`src/rtl/cpu_pkg.sv`:
```
// Shared types and constants for the fetch stage and its neighbours.
// Holds the fetch FSM state encoding, the machine word width and the default reset PC.
// Also provides a small alignment helper so every user checks PCs the same way.
package cpu_pkg;

  // Machine word width; instruction words, addresses and PCs are all this wide.
  localparam int WORD_W = 32;

  // Default PC loaded on reset; must be word aligned.
  localparam logic [WORD_W-1:0] DEFAULT_RESET_PC = 32'h0000_0000;

  // Fetch FSM states:
  //   FETCH - request outstanding to instruction memory
  //   HOLD  - instruction held and presented to the core
  //   FAULT - misaligned next PC seen; only reset leaves this state
  typedef enum logic [1:0] {
    FETCH = 2'd0,
    HOLD  = 2'd1,
    FAULT = 2'd2
  } fetch_state_t;

  // A PC is usable only when it points at a whole word.
  function automatic logic is_word_aligned(input logic [WORD_W-1:0] addr);
    return (addr[1:0] == 2'b00);
  endfunction

endpackage

```
`src/rtl/fetch_req_ctrl.sv`:
```
// Fetch FSM and handshake control: sequences FETCH -> HOLD -> FETCH/FAULT.
// Latency: imem_req/instr_valid are registered; an ack completes a fetch in the same cycle.
// Backpressure: holds in FETCH until imem_ack and in HOLD until instr_ready.
module fetch_req_ctrl
  import cpu_pkg::*;
(
  input  logic clk,
  input  logic rst,
  // instruction memory handshake
  input  logic imem_ack,
  output logic imem_req,
  // core handshake
  input  logic instr_ready,
  output logic instr_valid,
  // next PC from the core is word aligned
  input  logic pc_nxt_aligned,
  // datapath strobes for the top-level registers
  output logic fetch_done,
  output logic accept_ok,
  output logic accept_bad
);

  fetch_state_t state_q;
  fetch_state_t state_d;
  logic         req_q;
  logic         req_d;
  logic         valid_q;
  logic         valid_d;

  // Handshake strobes. An ack only counts while the request is actually
  // visible on the bus; the cycle straight after reset has state FETCH but
  // req still low, and the memory has nothing in flight then.
  always_comb begin
    fetch_done = 1'b0;
    accept_ok  = 1'b0;
    accept_bad = 1'b0;
    if ((state_q == FETCH) && req_q && imem_ack) begin
      fetch_done = 1'b1;
    end
    if ((state_q == HOLD) && instr_ready) begin
      accept_ok  = pc_nxt_aligned;
      accept_bad = ~pc_nxt_aligned;
    end
  end

  // Next-state logic plus the next value of the registered outputs, which
  // are decoded from the state being entered so they line up with it.
  always_comb begin
    state_d = state_q;
    unique case (state_q)
      FETCH: begin
        if (fetch_done) begin
          state_d = HOLD;
        end
      end
      HOLD: begin
        if (accept_ok) begin
          state_d = FETCH;
        end else if (accept_bad) begin
          state_d = FAULT;
        end
      end
      FAULT: begin
        state_d = FAULT;
      end
      default: begin
        // Unused encoding: restart fetching from the current PC.
        state_d = FETCH;
      end
    endcase
    req_d   = (state_d == FETCH);
    valid_d = (state_d == HOLD);
  end

  // State and registered handshake outputs; reset wins over everything and
  // drops any outstanding request.
  always_ff @(posedge clk) begin
    if (rst) begin
      state_q <= FETCH;
      req_q   <= 1'b0;
      valid_q <= 1'b0;
    end else begin
      state_q <= state_d;
      req_q   <= req_d;
      valid_q <= valid_d;
    end
  end

  assign imem_req    = req_q;
  assign instr_valid = valid_q;

endmodule

```
`src/rtl/fetch_unit.sv`:
```
// Instruction fetch stage: owns the PC, fetches words and presents them to the execute core.
// Latency: one cycle from req to instruction held when memory acks at once; 2 cycles per instruction.
// Backpressure: memory stalls hold req/addr stable; core stalls hold instr/pc stable in HOLD.
module fetch_unit
  import cpu_pkg::*;
#(
  parameter logic [WORD_W-1:0] RESET_PC = DEFAULT_RESET_PC,
  parameter int                CNT_W    = 32
) (
  input  logic              clk,
  input  logic              rst,
  // instruction memory
  output logic              imem_req,
  output logic [31:0]       imem_addr,
  input  logic              imem_ack,
  input  logic [31:0]       imem_rdata,
  // execute core
  output logic [31:0]       instr,
  output logic [31:0]       pc,
  output logic              instr_valid,
  input  logic              instr_ready,
  input  logic [31:0]       pc_nxt,
  // status
  output logic              fault,
  output logic [31:0]       fault_pc,
  output logic [CNT_W-1:0]  retired_count
);

  logic [WORD_W-1:0] pc_q;
  logic [WORD_W-1:0] pc_d;
  logic [WORD_W-1:0] instr_q;
  logic [WORD_W-1:0] instr_d;
  logic              fault_q;
  logic              fault_d;
  logic [WORD_W-1:0] fault_pc_q;
  logic [WORD_W-1:0] fault_pc_d;
  logic [CNT_W-1:0]  cnt_q;
  logic [CNT_W-1:0]  cnt_d;

  logic              pc_nxt_aligned;
  logic              fetch_done;
  logic              accept_ok;
  logic              accept_bad;

  // pc_nxt only matters on the accepting edge; the FSM qualifies it.
  assign pc_nxt_aligned = is_word_aligned(pc_nxt);

  fetch_req_ctrl u_ctrl (
    .clk            (clk),
    .rst            (rst),
    .imem_ack       (imem_ack),
    .imem_req       (imem_req),
    .instr_ready    (instr_ready),
    .instr_valid    (instr_valid),
    .pc_nxt_aligned (pc_nxt_aligned),
    .fetch_done     (fetch_done),
    .accept_ok      (accept_ok),
    .accept_bad     (accept_bad)
  );

  // Datapath next values. A misaligned next PC is still a retired
  // instruction: the core consumed it, only the redirect is rejected, so
  // pc keeps the last good value and the bad target is captured separately.
  // The counter wraps naturally at its width.
  always_comb begin
    pc_d       = pc_q;
    instr_d    = instr_q;
    fault_d    = fault_q;
    fault_pc_d = fault_pc_q;
    cnt_d      = cnt_q;
    if (fetch_done) begin
      instr_d = imem_rdata;
    end
    if (accept_ok) begin
      pc_d = pc_nxt;
    end
    if (accept_bad) begin
      fault_d    = 1'b1;
      fault_pc_d = pc_nxt;
    end
    if (accept_ok || accept_bad) begin
      cnt_d = cnt_q + CNT_W'(1);
    end
  end

  // Architectural PC, held instruction, sticky fault and retire counter.
  always_ff @(posedge clk) begin
    if (rst) begin
      pc_q       <= RESET_PC;
      instr_q    <= '0;
      fault_q    <= 1'b0;
      fault_pc_q <= '0;
      cnt_q      <= '0;
    end else begin
      pc_q       <= pc_d;
      instr_q    <= instr_d;
      fault_q    <= fault_d;
      fault_pc_q <= fault_pc_d;
      cnt_q      <= cnt_d;
    end
  end

  // The address bus is the PC register itself, so it cannot move while a
  // request is outstanding.
  assign imem_addr     = pc_q;
  assign pc            = pc_q;
  assign instr         = instr_q;
  assign fault         = fault_q;
  assign fault_pc      = fault_pc_q;
  assign retired_count = cnt_q;

endmodule

```
`config.mk`:
```
export PLATFORM = sky130hd
export DESIGN_NAME = fetch_unit
export DESIGN_NICKNAME = d
export VERILOG_FILES = /design/src/rtl/cpu_pkg.sv /design/src/rtl/fetch_req_ctrl.sv /design/src/rtl/fetch_unit.sv
export SDC_FILE = /design/constraint.sdc
export NUM_CORES = 1
export LEC_CHECK = 0
export CORE_MARGIN = 1
export CORE_UTILIZATION = 45
export DETAILED_ROUTE_END_ITERATION = 10
export PLACE_DENSITY = 0.93
export SLEW_MARGIN = 20
export SYNTH_ARGS = -nofsm -noshare
export SYNTH_HDL_FRONTEND = slang
export SYNTH_SLANG_ARGS = --single-unit
```
`constraint.sdc`:
```
create_clock -name clk -period 4.5 [get_ports clk]
set_input_delay 1.125 -clock clk [delete_from_list [all_inputs] [get_ports clk]]
set_output_delay 1.125 -clock clk [all_outputs]
set_load 0.02 [all_outputs]
```
Word level (Yosys, flattened, before mapping) --
Cells that the tools add are included.
Storage, ports and cells: register bits after elaboration 133, output and inout bits 163, word-level logic and storage cells 27, input bits 68
Operators by class: eq/ne operators 3, multiplexer cells 7, bitwise logic cells 1, reductions and logical operators 7, add/sub/neg operators 1
Operators with widths (count):
- 32-bit by 1-bit adder with 32-bit output (second input constant) | 1
- 2-bit zero test | 3
- 2-bit two-way mux | 3
- 2-bit one-hot mux with 3 select lines | 1
- 2-bit by 1-bit equality test with 1-bit output (second input constant) | 2
- 1-bit logical AND | 3
- 1-bit two-way mux | 3
- 2-bit equality test (second input constant) | 1
- 1-bit logical OR | 1
- 1-bit NOT | 1

Depth between registers and ports, before layout --
Gate-level depths: netlist of the first run.
depth in word-level cells 7, gate-level depth with buffers 7, depth with buffers taken out 5

Hierarchy --
From an unflattened synthesis of the first run, not the netlist that was laid out.
Second synthesis, totals: cells, all modules 540, area total of the unflattened synthesis 5343.9 sq um
Modules (own cells, without submodules):
- fetch_unit | times used 1, area each 5146.2 sq um, cells an instance 525, seq. area each 2582.5 sq um
- fetch_req_ctrl | times used 1, area each 197.7 sq um, cells an instance 15, seq. area each 80.1 sq um

Least setup slack after synthesis of the first run --
OpenSTA, ideal clock, no wires.
kind in2reg, start point input instr_ready, end point register cnt_q[30], in the netlist retired_count[30], library setup time 70 ps, stages on the path 5, data required time 4430 ps, path slack 1929 ps, arrival time 2500 ps, path buffers 1, path through nand3b_4 or4_1 buf_2 or4_1 a21oi_1
Between the ends: longest elaborated chain between the ends 3, elaborated cells on any way between the ends 4, those cells by class 2 x mux; 2 x reduce/logical
RTL lines:
- start, declared | line fetch_unit.sv:21 | input logic instr_ready,
- 1-bit logical AND (*) | line fetch_req_ctrl.sv:40 | if ((state_q == HOLD) && instr_ready) begin
- 1-bit two-way mux | line fetch_req_ctrl.sv:40
- 1-bit logical OR (*) | line fetch_unit.sv:81 | if (accept_ok || accept_bad) begin
- end signal, assigned | line fetch_unit.sv:99 | cnt_q <= cnt_d;
- end, declared | line fetch_unit.sv:37 | logic [CNT_W-1:0] cnt_q;
Every way passes the cells marked *; elsewhere a longest branch is shown, timed or not. A chain may end at the register's enable or synchronous reset.

Final worst setup path of the first run --
start point input instr_ready, end point register cnt_q[18], in the netlist retired_count[18]
Same word-level chain as after synthesis.

==> qor.csv, run 1 <==
metric,value,unit
status,completed,
vias,5154,
critPathLaunchType,input port,
htreeDepth,4,
critPathKind,input port to flip-flop,
final.period_utilization,69.6,%
synth_nets,723,
fp.dieW,110,um
start_util,47.2,%
ys_ff_latch,133,
grt_pass1_wl,23.2,mm
cts_resized,0,
ys.flop_type,dfxtp_1,
wl,15.2,mm
synthCells,654,
grt_usage,25.1,%
cap_violations,0,
finalSetupViolations,0,
ys_types,34,
async_reset_ff_share,0,%
synth.top_cell.area_share,50.9,%
portBuffers,230,
vdd.ir_drop.worst,0.379,mV
grt_max_degree,97,
finClkSkew,0.00861,ns
final_common_cell,clkdlybuf4s50_1,
die-area,12000,um^2
syn_area,5230,um^2
layout.nets,906,
dpl_cell_area,7370,um^2
drive_above_1_share,5.53,%
slew_headroom,34.3,%
placedCellCount,958,
cp_data_required_time,4.83,ns
cp.arrival,3.46,ns
antenna_found_initial,0,
fin_tns_setup,0,ns
fin_crit,3.13,ns
fillers,825,
finalNonFillerCells,990,
worst_slew_pin_slew,0.985,ns
cp_max_fo,19,
layout_common_cells,"clkdlybuf4s50_1, nand2_1, dfxtp_1",
grt_pass1_vias,4846,
drt-pass1-iter-count,7,
core_area,11100,um^2
clock_latency,0.41,ns
post-place-ws,0.993,ns
ios,231,
area_delta_synth_final,52.4,%
maxSlewViolCount,0,
crit_path_end_kind,flip-flop,
cts_buffer_depth,2,
cts_root_buf,clkbuf_16,
cts_hold_buf,0,
syn_avg_cell_area,7.99,um^2
ys_seq_area_share,50.9,%
clk_pin_slew,0.06,ns
drt-wirelength-per-cell,15.3,um
synth_top_area_cell,dfxtp_1,
rsz0062_at_grt,false,
grt_overflow,0,
finalHoldViolations,0,
first_iter_violations,359,
routed_via_density,5.21,
cts-buffers-inserted,17,
fin_ws,1.37,ns
die_y,110,um
cts_tree,built,
drt.antenna.violating_nets,0,
place_congestion,0.846,
hold_depth,2,
cts_num_sinks,133,
rows,38,
powerDensity,358,nW/um^2
r2r_cells,5,
yosysWarningCount,0,
hold_path.class,flip-flop to flip-flop,
synth-edff-count,0,
antenna_cells,0,
p_leak,2.66,nW
max_clock_freq,0.319,GHz
timing.hold.ws,0.451,ns
synth.area.top_cells,"dfxtp_1, nand2_1, a21oi_1, buf_4, clkbuf_1",
design_area,7960,um^2
drc_errors,0,
hpwl,10.1,mm
cts_setup_buffers,0,
final timing paths:
path                                                     from                             end  slack [ns]
worst min register to register         instr[15]$_SDFFE_PP0P_          instr[15]$_SDFFE_PP0P_        0.45
worst max-delay path                              instr_ready  retired_count[18]$_SDFFE_PP0P_        1.37
worst max register to register  retired_count[0]$_SDFFE_PP0P_  retired_count[18]$_SDFFE_PP0P_        2.00
worst min-delay path                   instr[15]$_SDFFE_PP0P_          instr[15]$_SDFFE_PP0P_        0.45
worst max-delay path, stage by stage:
cell,delay [ns]
clkdlybuf4s50_1,0.56
nand3b_4,0.16
or4_1,0.84
or4_1,0.61
a21oi_1,0.17
metal layers:
metal | wire [um] | vias to the layer above | track usage [%]
li1 | - | 2528 | -
met1 | 6060 | 2382 | 28.5
met2 | 7670 | 217 | 43.3
met3 | 1090 | 27 | 7.41
met4 | 335 | 0 | 11.3
met5 | 0 | - | 0
sequential cells by signal (all words and copies together) (netlist names):
name and cells:
retired_count 32, instr 32, u_ctrl.state_q 2, fault 1
fault_pc 32, u_ctrl.imem_req 1, u_ctrl.instr_valid 1, imem_addr 32
Yosys cell counts (all sizes together) (2+ instances only):
cell type	instances
mux2	3
nor3	7
and4	4
o21ai	10
o31ai	10
a21oi	114
clkbuf	39
nand3b	2
or4	14
nor2b	5
dfxtp	133
nand4	7
nor2	21
nor3b	2
nand2	202
or3	10
nor4	3
nand4b	2
xor2	2
xnor2	7
buf	34
nand3	11
inv	5
layout make-up:
cell class,count,area [um^2],share of cell area [%]
tap,140,175,2.20
timing repair buffer,237,2350,29.5
multi-input combinational,443,2160,27.1
inverter,5,18.8,0.236
clock buffer,17,425,5.34
sequential,133,2660,33.4
clock inverter,15,169,2.12
metrics by stage:
stage               total power [W]  util (%)
floorplan                   0.00135         -
global placement            0.00149      66.5
detailed placement          0.00149      66.5
CTS                         0.00287      71.9
global route                0.00295      71.9
finish                      0.00285      71.9
logic make-up (layout without fill, tap and decap cells):
group,Yosys count,count (layout),share of synthesized area (%)
AO/OA/AOI/OAI,134,134,13.3
XOR/XNOR,9,9,1.51
adder cells (fa/ha/maj),1,1,0.239
buffers and inverters,78,274,7.92
flip-flops,133,133,50.9
multiplexers,3,3,0.646
AND/OR/NAND/NOR,296,296,25.4
power by group:
group / switching (W) / internal (W)
Sequential: 0.0000162 / 0.00121
Combinational: 0.000125 / 0.000121
Clock: 0.000555 / 0.000830
Total: 0.000696 / 0.00216
(Power assumes the default switching activity.)
==> inputs of run 2 (changes only) <==
--- a/config.mk
+++ b/config.mk
@@ -6,9 +6,9 @@
 export NUM_CORES = 1
 export LEC_CHECK = 0
 export CORE_MARGIN = 1
-export CORE_UTILIZATION = 45
+export CORE_UTILIZATION = 42
 export DETAILED_ROUTE_END_ITERATION = 10
-export PLACE_DENSITY = 0.93
+export PLACE_DENSITY = 0.88
 export SLEW_MARGIN = 20
 export SYNTH_ARGS = -nofsm -noshare
 export SYNTH_HDL_FRONTEND = slang
==> constraint.sdc (replaced) <==
create_clock -name clk -period 2.9 [get_ports clk]
set_input_delay 0.725 -clock clk [delete_from_list [all_inputs] [get_ports clk]]
set_output_delay 0.725 -clock clk [all_outputs]
set_load 0.02 [all_outputs]
==> qor.csv, run 2 (same netlist as run 1, synthesis figures left out) <==
metric,value,unit
cts_buffer_depth,2,
critPathLaunchType,input port,
cap_violations,0,
area_delta_synth_final,54.5,%
min_from,instr[0]$_SDFFE_PP0P_,
rr_startpoint,retired_count[0]$_SDFFE_PP0P_,
worst_slew_pin_slew,0.742,ns
fin_crit,2.51,ns
powerDensity,552,nW/um^2
cts_setup_buffers,0,
grt_overflow,0,
final.period_utilization,86.7,%
grt_max_degree,71,
p_clk_share,48.6,%
path_buf_inv,2,
layout_common_cells,"clkdlybuf4s50_1, nand2_1, dfxtp_1",
slew_headroom,50.5,%
grtUsageMet1,26.3,%
wl,15.3,mm
cp.arrival,2.84,ns
clk_pin_slew,0.06,ns
final_common_cell,clkdlybuf4s50_1,
cp_cell_sequence,clkdlybuf4s50_1 > nand3b_4 > or4_1 > buf_4 > or3_1 > a21oi_1,
use_met2,41.7,%
status,completed,
finalSetupViolations,0,
placedCellCount,992,
p_switching,0.00102,W
cp_data_required_time,3.23,ns
grt_pass1_vias,4901,
start_util,43.3,%
cts_root_buf,clkbuf_16,
rsz0062_at_grt,false,
crit_path_end_kind,flip-flop,
grt_use_met3,8.40,%
finClkSkew,0.00818,ns
timing.rr.end,retired_count[14]$_SDFFE_PP0P_,
cts-buffers-inserted,17,
finalHoldViolations,0,
cp_max_fo,14,
intPower,0.00343,W
antenna_cells,0,
hold_depth,2,
die-area,12900,um^2
routed_via_density,5.05,
r2r_setup_slack,0.54,ns
hold_path.class,flip-flop to flip-flop,
vias,5171,
cp_top_family,simple AND/OR/NAND/NOR gates,
critPathKind,input port to flip-flop,
rows,40,
drc_errors,0,
layout.nets,912,
grt_pass1_wl,24.0,mm
hold_path_end,instr[0]$_SDFFE_PP0P_,
cts_tree,built,
ios,231,
grt_busiest_layer,met2,
finalNonFillerCells,1024,
first_iter_violations,341,
drt-pass1-iter-count,4,
drt-wirelength-per-cell,14.9,um
utilization,66.9,%
cts_num_sinks,133,
p_leak,2.70,nW
vdd.ir_drop.worst,0.408,mV
fillers,969,
antenna_found_initial,0,
fp.dieW,114,um
clock_latency,0.41,ns
drt.antenna.violating_nets,0,
portBuffers,230,
crit_path_top_delay_cell,or4_1,
cts_resized,0,
cts_hold_buf,0,
pwr-share-comb,8.8,%
maxSlewViolCount,0,
place_congestion,0.844,
switching_share,23.0,%
max_clock_freq,0.398,GHz
r2r_cells,6,
die_y,114,um
core_area,12100,um^2
seqPwrFrac,42.5,%
critical-path-max-stage-delay,0.73,ns
grt_usage,23.5,%
drive_above_1_share,6.19,%
htreeDepth,4,
hpwl,10.3,mm
## run 2: final cells by class
type / count / area, um^2 / area share, %
Multi-Input combinational cell: 443 / 2160 / 26.8
Clock inverter: 14 / 160 / 1.98
Timing Repair Buffer: 243 / 2420 / 30.0
Clock buffer: 18 / 439 / 5.44
Sequential cell: 133 / 2660 / 33.0
Inverter: 5 / 18.8 / 0.232
Tap cell: 168 / 210 / 2.60
## run 2: worst min-delay path, cell delays in order (launching register included)
cell	delay (ns)
dfxtp_1	0.30
nand2_1	0.05
a21oi_1	0.05
## run 2: metal layers
metal	wire length [um]	part of all wire [%]	vias to the layer above
met4	261	1.7	0
met1	6190	41	2425
li1	-	-	2540
met2	7640	50	185
met5	0	0	-
met3	1170	7.7	21
## run 2: how the worst max path moves through the flow
stage	from	to	slack (ns)	cells after the start
final	instr_ready	retired_count[14]$_SDFFE_PP0P_	0.39	6
after global routing	instr_ready	retired_count[18]$_SDFFE_PP0P_	0.31	5
after CTS	instr_ready	retired_count[14]$_SDFFE_PP0P_	0.40	6
after detailed placement	instr_ready	retired_count[14]$_SDFFE_PP0P_	-0.02	6
after global placement	instr_ready	retired_count[14]$_SDFFE_PP0P_	0.03	6
after floorplan	instr_ready	retired_count[30]$_SDFFE_PP0P_	0.73	5
## run 2: power groups by stage
stage	sequential, W	combinational [W]	clock, W
final	0.00190	0.000394	0.00217
after global routing	0.00190	0.000421	0.00228
after CTS	0.00190	0.000396	0.00219
after detailed placement	0.00194	0.000393	0
after global placement	0.00193	0.000389	0
after floorplan	0.00198	0.000118	0
## run 2: through the flow
stage	setup slack [ns]	setup TNS [ns]	power (W)	instance area, um^2	hold slack (ns)
floorplan	0.729	0	0.00210	5230	0.512
global placement	0.0339	0	0.00232	7470	0.440
detailed placement	-0.0202	-0.0327	0.00233	7470	0.446
CTS	0.397	0	0.00448	8070	0.454
global route	0.309	0	0.00460	8070	0.464
finish	0.386	0	0.00446	8070	0.450
==> inputs of run 3 (changes only) <==
--- a/config.mk
+++ b/config.mk
@@ -13,3 +13,4 @@
 export SYNTH_ARGS = -nofsm -noshare
 export SYNTH_HDL_FRONTEND = slang
 export SYNTH_SLANG_ARGS = --single-unit
+export TNS_END_PERCENT = 30
==> results of run 3 <==
The final DEF is identical to that of run 2; final timing and power are the same.
